`config.mk`:
```
export PLATFORM = sky130hd
export DESIGN_NAME = edge_clock_gen
export DESIGN_NICKNAME = d
export VERILOG_FILES = /design/src/rtl/edge_clock_gen_pkg.sv /design/src/rtl/edge_clock_gen_phase_timer.sv /design/src/rtl/edge_clock_gen.sv
export SDC_FILE = /design/constraint.sdc
export NUM_CORES = 1
export LEC_CHECK = 0
export CORE_MARGIN = 4
export CORE_UTILIZATION = 45
export CTS_CLUSTER_DIAMETER = 150
export DETAILED_ROUTE_END_ITERATION = 16
export PLACE_DENSITY_LB_ADDON = 0.05
export RECOVER_POWER = 25
export SETUP_SLACK_MARGIN = 0.02
export SKIP_LAST_GASP = 1
export SYNTH_ARGS = -nofsm -noshare
export SYNTH_HDL_FRONTEND = slang
export SYNTH_SLANG_ARGS = --single-unit
export TNS_END_PERCENT = 10
```
`constraint.sdc`:
```
create_clock -name clk -period 4.4 [get_ports clk]
set_input_delay 0.88 -clock clk [delete_from_list [all_inputs] [get_ports clk]]
set_output_delay 0.88 -clock clk [all_outputs]
set_load 0.01 [all_outputs]
```
`src/rtl/edge_clock_gen_pkg.sv`:
```
// Shared types and constants for the edge_clock_gen generator.
package edge_clock_gen_pkg;

  typedef enum logic [1:0] {
    IDLE  = 2'd0,
    DELAY = 2'd1,
    RUN   = 2'd2,
    DONE  = 2'd3
  } state_t;

  // Smallest usable half-period; a programmed 0 is promoted to this.
  localparam int MIN_HALF_PERIOD = 1;

endpackage

```
`src/rtl/edge_clock_gen_phase_timer.sv`:
```
// Loadable down-counter shared by the start delay and the phase countdown.
// It stops at zero rather than wrapping; the owner reloads it when needed.
module phase_timer #(
  parameter int HP_W = 16
) (
  input  logic            clk,
  input  logic            rst_n,
  input  logic            load,
  input  logic [HP_W-1:0] load_val,
  input  logic            en,
  output logic            zero
);

  logic [HP_W-1:0] count;

  // Load takes priority over the decrement; the count parks at zero.
  always_ff @(posedge clk or negedge rst_n) begin
    if (!rst_n) begin
      count <= '0;
    end else if (load) begin
      count <= load_val;
    end else if (en && (count != '0)) begin
      count <= count - 1'b1;
    end
  end

  assign zero = (count == '0);

endmodule

```
`src/rtl/edge_clock_gen.sv`:
```
// Derived slow clock generator with start delay, rising-edge counting and
// automatic stop after a programmed number of rising edges.
module edge_clock_gen
  import edge_clock_gen_pkg::*;
#(
  parameter int HP_W  = 16,
  parameter int CYC_W = 32
) (
  input  logic             clk,
  input  logic             rst_n,
  input  logic             start,
  input  logic             stop,
  input  logic [HP_W-1:0]  cfg_half_period,
  input  logic [HP_W-1:0]  cfg_start_delay,
  input  logic [CYC_W-1:0] cfg_edge_limit,
  output logic             gen_clk,
  output logic             posedge_pulse,
  output logic [CYC_W-1:0] cyc_count,
  output logic             cyc_odd,
  output logic             busy,
  output logic             done
);

  state_t state;
  state_t next_state;

  logic [HP_W-1:0]  h_eff;
  logic [HP_W-1:0]  h_m1;
  logic [CYC_W-1:0] limit;

  logic             tmr_load;
  logic [HP_W-1:0]  tmr_val;
  logic             tmr_en;
  logic             tmr_zero;
  logic             accept;
  logic             toggle;

  // Half-period as it would be latched right now, with 0 promoted to 1.
  assign h_eff = (cfg_half_period < HP_W'(MIN_HALF_PERIOD)) ?
                 HP_W'(MIN_HALF_PERIOD) : cfg_half_period;

  phase_timer #(.HP_W(HP_W)) u_timer (
    .clk      (clk),
    .rst_n    (rst_n),
    .load     (tmr_load),
    .load_val (tmr_val),
    .en       (tmr_en),
    .zero     (tmr_zero)
  );

  // State register.
  always_ff @(posedge clk or negedge rst_n) begin
    if (!rst_n) begin
      state <= IDLE;
    end else begin
      state <= next_state;
    end
  end

  // Next-state and timer control; stop beats both start and the end condition.
  always_comb begin
    next_state = state;
    tmr_load   = 1'b0;
    tmr_val    = h_m1;
    tmr_en     = 1'b0;
    accept     = 1'b0;
    toggle     = 1'b0;
    case (state)
      IDLE: begin
        if (start && !stop) begin
          accept   = 1'b1;
          tmr_load = 1'b1;
          if (cfg_start_delay != '0) begin
            next_state = DELAY;
            tmr_val    = cfg_start_delay - 1'b1;
          end else begin
            next_state = RUN;
            tmr_val    = h_eff - 1'b1;
          end
        end
      end
      DELAY: begin
        if (stop) begin
          next_state = IDLE;
        end else if (tmr_zero) begin
          next_state = RUN;
          tmr_load   = 1'b1;
        end else begin
          tmr_en = 1'b1;
        end
      end
      RUN: begin
        if (stop) begin
          next_state = IDLE;
        end else if (cyc_count > limit) begin
          next_state = DONE;
        end else if (tmr_zero) begin
          toggle   = 1'b1;
          tmr_load = 1'b1;
        end else begin
          tmr_en = 1'b1;
        end
      end
      DONE: begin
        next_state = IDLE;
      end
      default: begin
        next_state = IDLE;
      end
    endcase
  end

  // Latched configuration, generated clock, edge pulse and saturating edge count.
  always_ff @(posedge clk or negedge rst_n) begin
    if (!rst_n) begin
      h_m1          <= '0;
      limit         <= '0;
      gen_clk       <= 1'b0;
      posedge_pulse <= 1'b0;
      cyc_count     <= '0;
    end else begin
      posedge_pulse <= toggle && !gen_clk;
      if (accept) begin
        h_m1      <= h_eff - 1'b1;
        limit     <= cfg_edge_limit;
        cyc_count <= '0;
        gen_clk   <= 1'b0;
      end else if (toggle) begin
        gen_clk <= !gen_clk;
        if (!gen_clk && (cyc_count != '1)) begin
          cyc_count <= cyc_count + 1'b1;
        end
      end else if (next_state != RUN) begin
        gen_clk <= 1'b0;
      end
    end
  end

  assign cyc_odd = cyc_count[0];
  assign busy    = (state != IDLE);
  assign done    = (state == DONE);

endmodule
```
==> impl_metrics.csv <==
group,metric,value,unit
timing,worst_hold_slack,0.476,ns
place,io_buffers,104,
job,cap_violations,1,
place,pre_cts_ws,0.623,ns
clock_network,clock_path_buffers,2,
detailed_routing,dr_wl_met2,7970,microns
timing,rsz0062_at_grt,"false",
detailed_routing,drc,0,
power_and_ir_drop,swShare,35.1,%
logic_synthesis,yosys-top-cells-area,"dfrtp_1 (40%), ha_1 (8.2%), nand2_1 (6.2%)",
detailed_routing,num_vias,5725,
power_and_ir_drop,p_per_area,421,mW/mm^2
timing,max_freq,265,MHz
timing,fin_crit_sh,85.8,%
place,gp_congestion,0.878,
logic_synthesis,yosysWarnings,0,
clock_network,htree_levels,3,
power_and_ir_drop,total_power,0.00327,W
logic_synthesis,synthCells,742,
timing,relSlewSlack,-30.0,%
logic_synthesis,synth_ff_type,"dfrtp_1",
clock_network,ctsRootBufferMaster,"clkbuf_16",
logic_synthesis,synth_edf_count,0,
timing,drv_slew,76,
worst_hold_path,hp-class,"reg -> reg",
timing,fin_setup_tns,0,ns
setup_path,required,4.67,ns
status,violations,"capacitance limit, slew limit",
setup_path,criticalPathCategory,"reg -> reg",
clock_network,holdBufCountCts,0,
detailed_routing,first_iter_violations,337,
clock_network,cts_num_sinks,100,
detailed_routing,highest_layer,"met4",
setup_path,slowest_delay,0.79,ns
detailed_routing,via_per_inst,5.65,
setup_path,r2r_slack,0.62,ns
detailed_routing,ant_nets,0,
global_route,overflow,0,
detailed_routing,routed_wl,16000,microns
power_and_ir_drop,p_int,0.00213,W
logic_synthesis,yosysUniqueCellTypes,51,
floorplan,rows,42,
logic_synthesis,async_flop_share,100,%
logic_synthesis,yosysSeqAreaShare,40.0,%
timing,worst_slew_pin_slew,1.95,ns
power_and_ir_drop,power_frac_comb,33.1,%
floorplan,die_h,126,microns
power_and_ir_drop,p_sw,0.00115,W
global_route,grt_pass1_wl,27600,microns
global_route,grt_start_max_net_pins,76,
power_and_ir_drop,peakVddDrop,0.200,mV
power_and_ir_drop,p_seq_share,41.6,%
clock_network,path_clk_slew,0.07,ns
final_layout,final_util,57.8,%
logic_synthesis,synth.net_count,851,
setup_path,critPathCaptureType,"flip-flop",
setup_path,cp.arrival,4.04,ns
setup_path,cp_slowest_cell,"or4_1",
setup_path,start_kind,"flip-flop",
global_route,grt_antenna_before_repair,0,
floorplan,die_area,0.0159,sq mm
final_layout,layout.nets,942,
setup_path,crit_chain,"inv_1 > ha_1 > or3b_2 > nand2b_1 > or3_1 > or3_1 > or4_1 > or4_1 > a21oi_1",
timing,min_period,3.78,ns
clock_network,cts_buffers,9,
clock_network,cts_tree,"built",
setup_path,crit_family,"simple AND/OR/NAND/NOR gates",
timing,clock_skew,0.00680,ns
logic_synthesis,avgSynthCellArea,8.43,sq um
setup_path,cp_max_fo,18,
logic_synthesis,yosysTopAreaCell,"dfrtp_1",
final_layout,area_delta_synth_final,24.2,%
logic_synthesis,synthDominantCellAreaShare,40.0,%
timing,worst_slack,0.624,ns
global_route,grt_util_all_layers,20.7,%
clock_network,clk_latency,0.34,ns
timing,setup_violations,0,
floorplan,start_util,46.5,%
logic_synthesis,synth_common_cells,"nand2_1 (104), dfrtp_1 (100), o21ai_0 (70)",
detailed_routing,wl_met3,706,microns
place,hpwlAfterDp,12200,microns
clock_network,cts_setup_buffers,0,
power_and_ir_drop,leakagePower,3.15,nW
timing,finalHoldViolCount,0,
setup_path,worst-path-buf-inv,1,
power_and_ir_drop,power.share.clock,25.4,%
detailed_routing,dr.pass1.iters,6,
global_route,grt_pass1_vias,5722,
clock_network,cts-resized-gates,0,
status,outcome,"complete, but fails checks",
floorplan,pin_count,105,
logic_synthesis,yosysMostFrequentCell,"nand2_1",
logic_synthesis,syn_area,0.00626,sq mm
final_layout,antenna_cells,0,
detailed_routing,wl_met1,6950,microns
logic_synthesis,synth-seq-cells,100,
detailed_routing,wl_per_cell,15.8,microns
floorplan,core-area,0.0135,sq mm
final_layout,drive_gt1_share,4.18,%
floorplan,die_w,126,microns
final_layout,n_fill_cell,1278,
sequential cells by signal (all words and copies together), names as in the netlist:
signal and flops:
state 2, limit 32, cyc_count 32, gen_clk 1, posedge_pulse 1, u_timer.count 16
h_m1 16
layer usage:
metal	vias up	global-route usage, %
met3	23	3.34
met5	-	0
met4	0	7.38
li1	2853	-
met1	2695	25.9
met2	154	36.3
worst min-delay path, delay by kind of cell, from the launching register on:
kind             cells  cell delay, ns
flip-flops           1            0.32
AND/OR/NAND/NOR      1            0.06
AO/OA/AOI/OAI        1            0.06
area by class of cell:
class / instances / area [sq um] / area share (%)
inverter: 49 / 184 / 2.37
multi-input combinational: 560 / 3450 / 44.4
sequential: 100 / 2500 / 32.2
timing repair buffer: 113 / 1100 / 14.2
clock buffer: 12 / 267 / 3.43
tap: 176 / 220 / 2.83
clock inverter: 3 / 45.0 / 0.580
metrics by stage:
step,std cells,instance area (sq um)
3_5_place_dp,998,7460
2_1_floorplan,742,6260
3_3_place_gp,998,7460
4_1_cts,1013,7770
5_1_grt,1013,7770
6_report,1013,7770
cell usage in the layout, fill, tap and decap left out, types with 5 or more instances in the layout:
cell type	instances
o41ai_1	6
nand4_1	10
nor2_1	49
nor3_1	16
xor2_1	10
o21a_1	5
a32oi_1	13
dfrtp_1	100
a31oi_1	5
clkdlybuf4s50_1	103
or3_1	17
nand3b_1	6
a21oi_1	59
inv_1	49
xnor2_1	22
nand3_1	23
o21ai_0	70
ha_1	41
o31ai_1	16
nand2_1	104
o211ai_1	7
buf_4	9
nor4_1	13
or4_1	18
and3_1	6
clkbuf_16	9
power groups by stage:
stage / combinational, W / sequential [W] / clock, W
final: 0.00108 / 0.00136 / 0.000831
after global routing: 0.00126 / 0.00139 / 0.000885
after detailed placement: 0.00109 / 0.00138 / 0
after floorplan: 0.000776 / 0.00132 / 0
after global placement: 0.00105 / 0.00136 / 0
after CTS: 0.00109 / 0.00136 / 0.000853
path summary, 6_finish.rpt:
path / from / endpoint / cells past startpoint
setup / recovery: u_timer.count[0]$_DFFE_PN0P_ / cyc_count[28]$_DFFE_PN0P_ / 9
hold / removal: h_m1[5]$_DFFE_PN0P_ / h_m1[5]$_DFFE_PN0P_ / 2
setup reg to reg: u_timer.count[0]$_DFFE_PN0P_ / cyc_count[28]$_DFFE_PN0P_ / 9
hold reg to reg: h_m1[5]$_DFFE_PN0P_ / h_m1[5]$_DFFE_PN0P_ / 2
max in group asynchronous: rst_n / u_timer.count[5]$_DFFE_PN0P_ / 2
min in group asynchronous: rst_n / limit[21]$_DFFE_PN0P_ / 1
cells by family (layout without fill, tap and decap cells):
group / count (synthesis) / in the layout / synth area share [%]
and+or+nand+nor: 289 / 289 / 23.1
xor gates and xnor gates: 32 / 32 / 4.48
adders and majority gates: 41 / 41 / 8.20
buffers and inverters: 82 / 177 / 5.02
muxes: 3 / 3 / 0.480
DFF: 100 / 100 / 40.0
AOI/OAI and AO/OA: 195 / 195 / 18.7
Note: power is estimated with default switching activity, not from simulation.
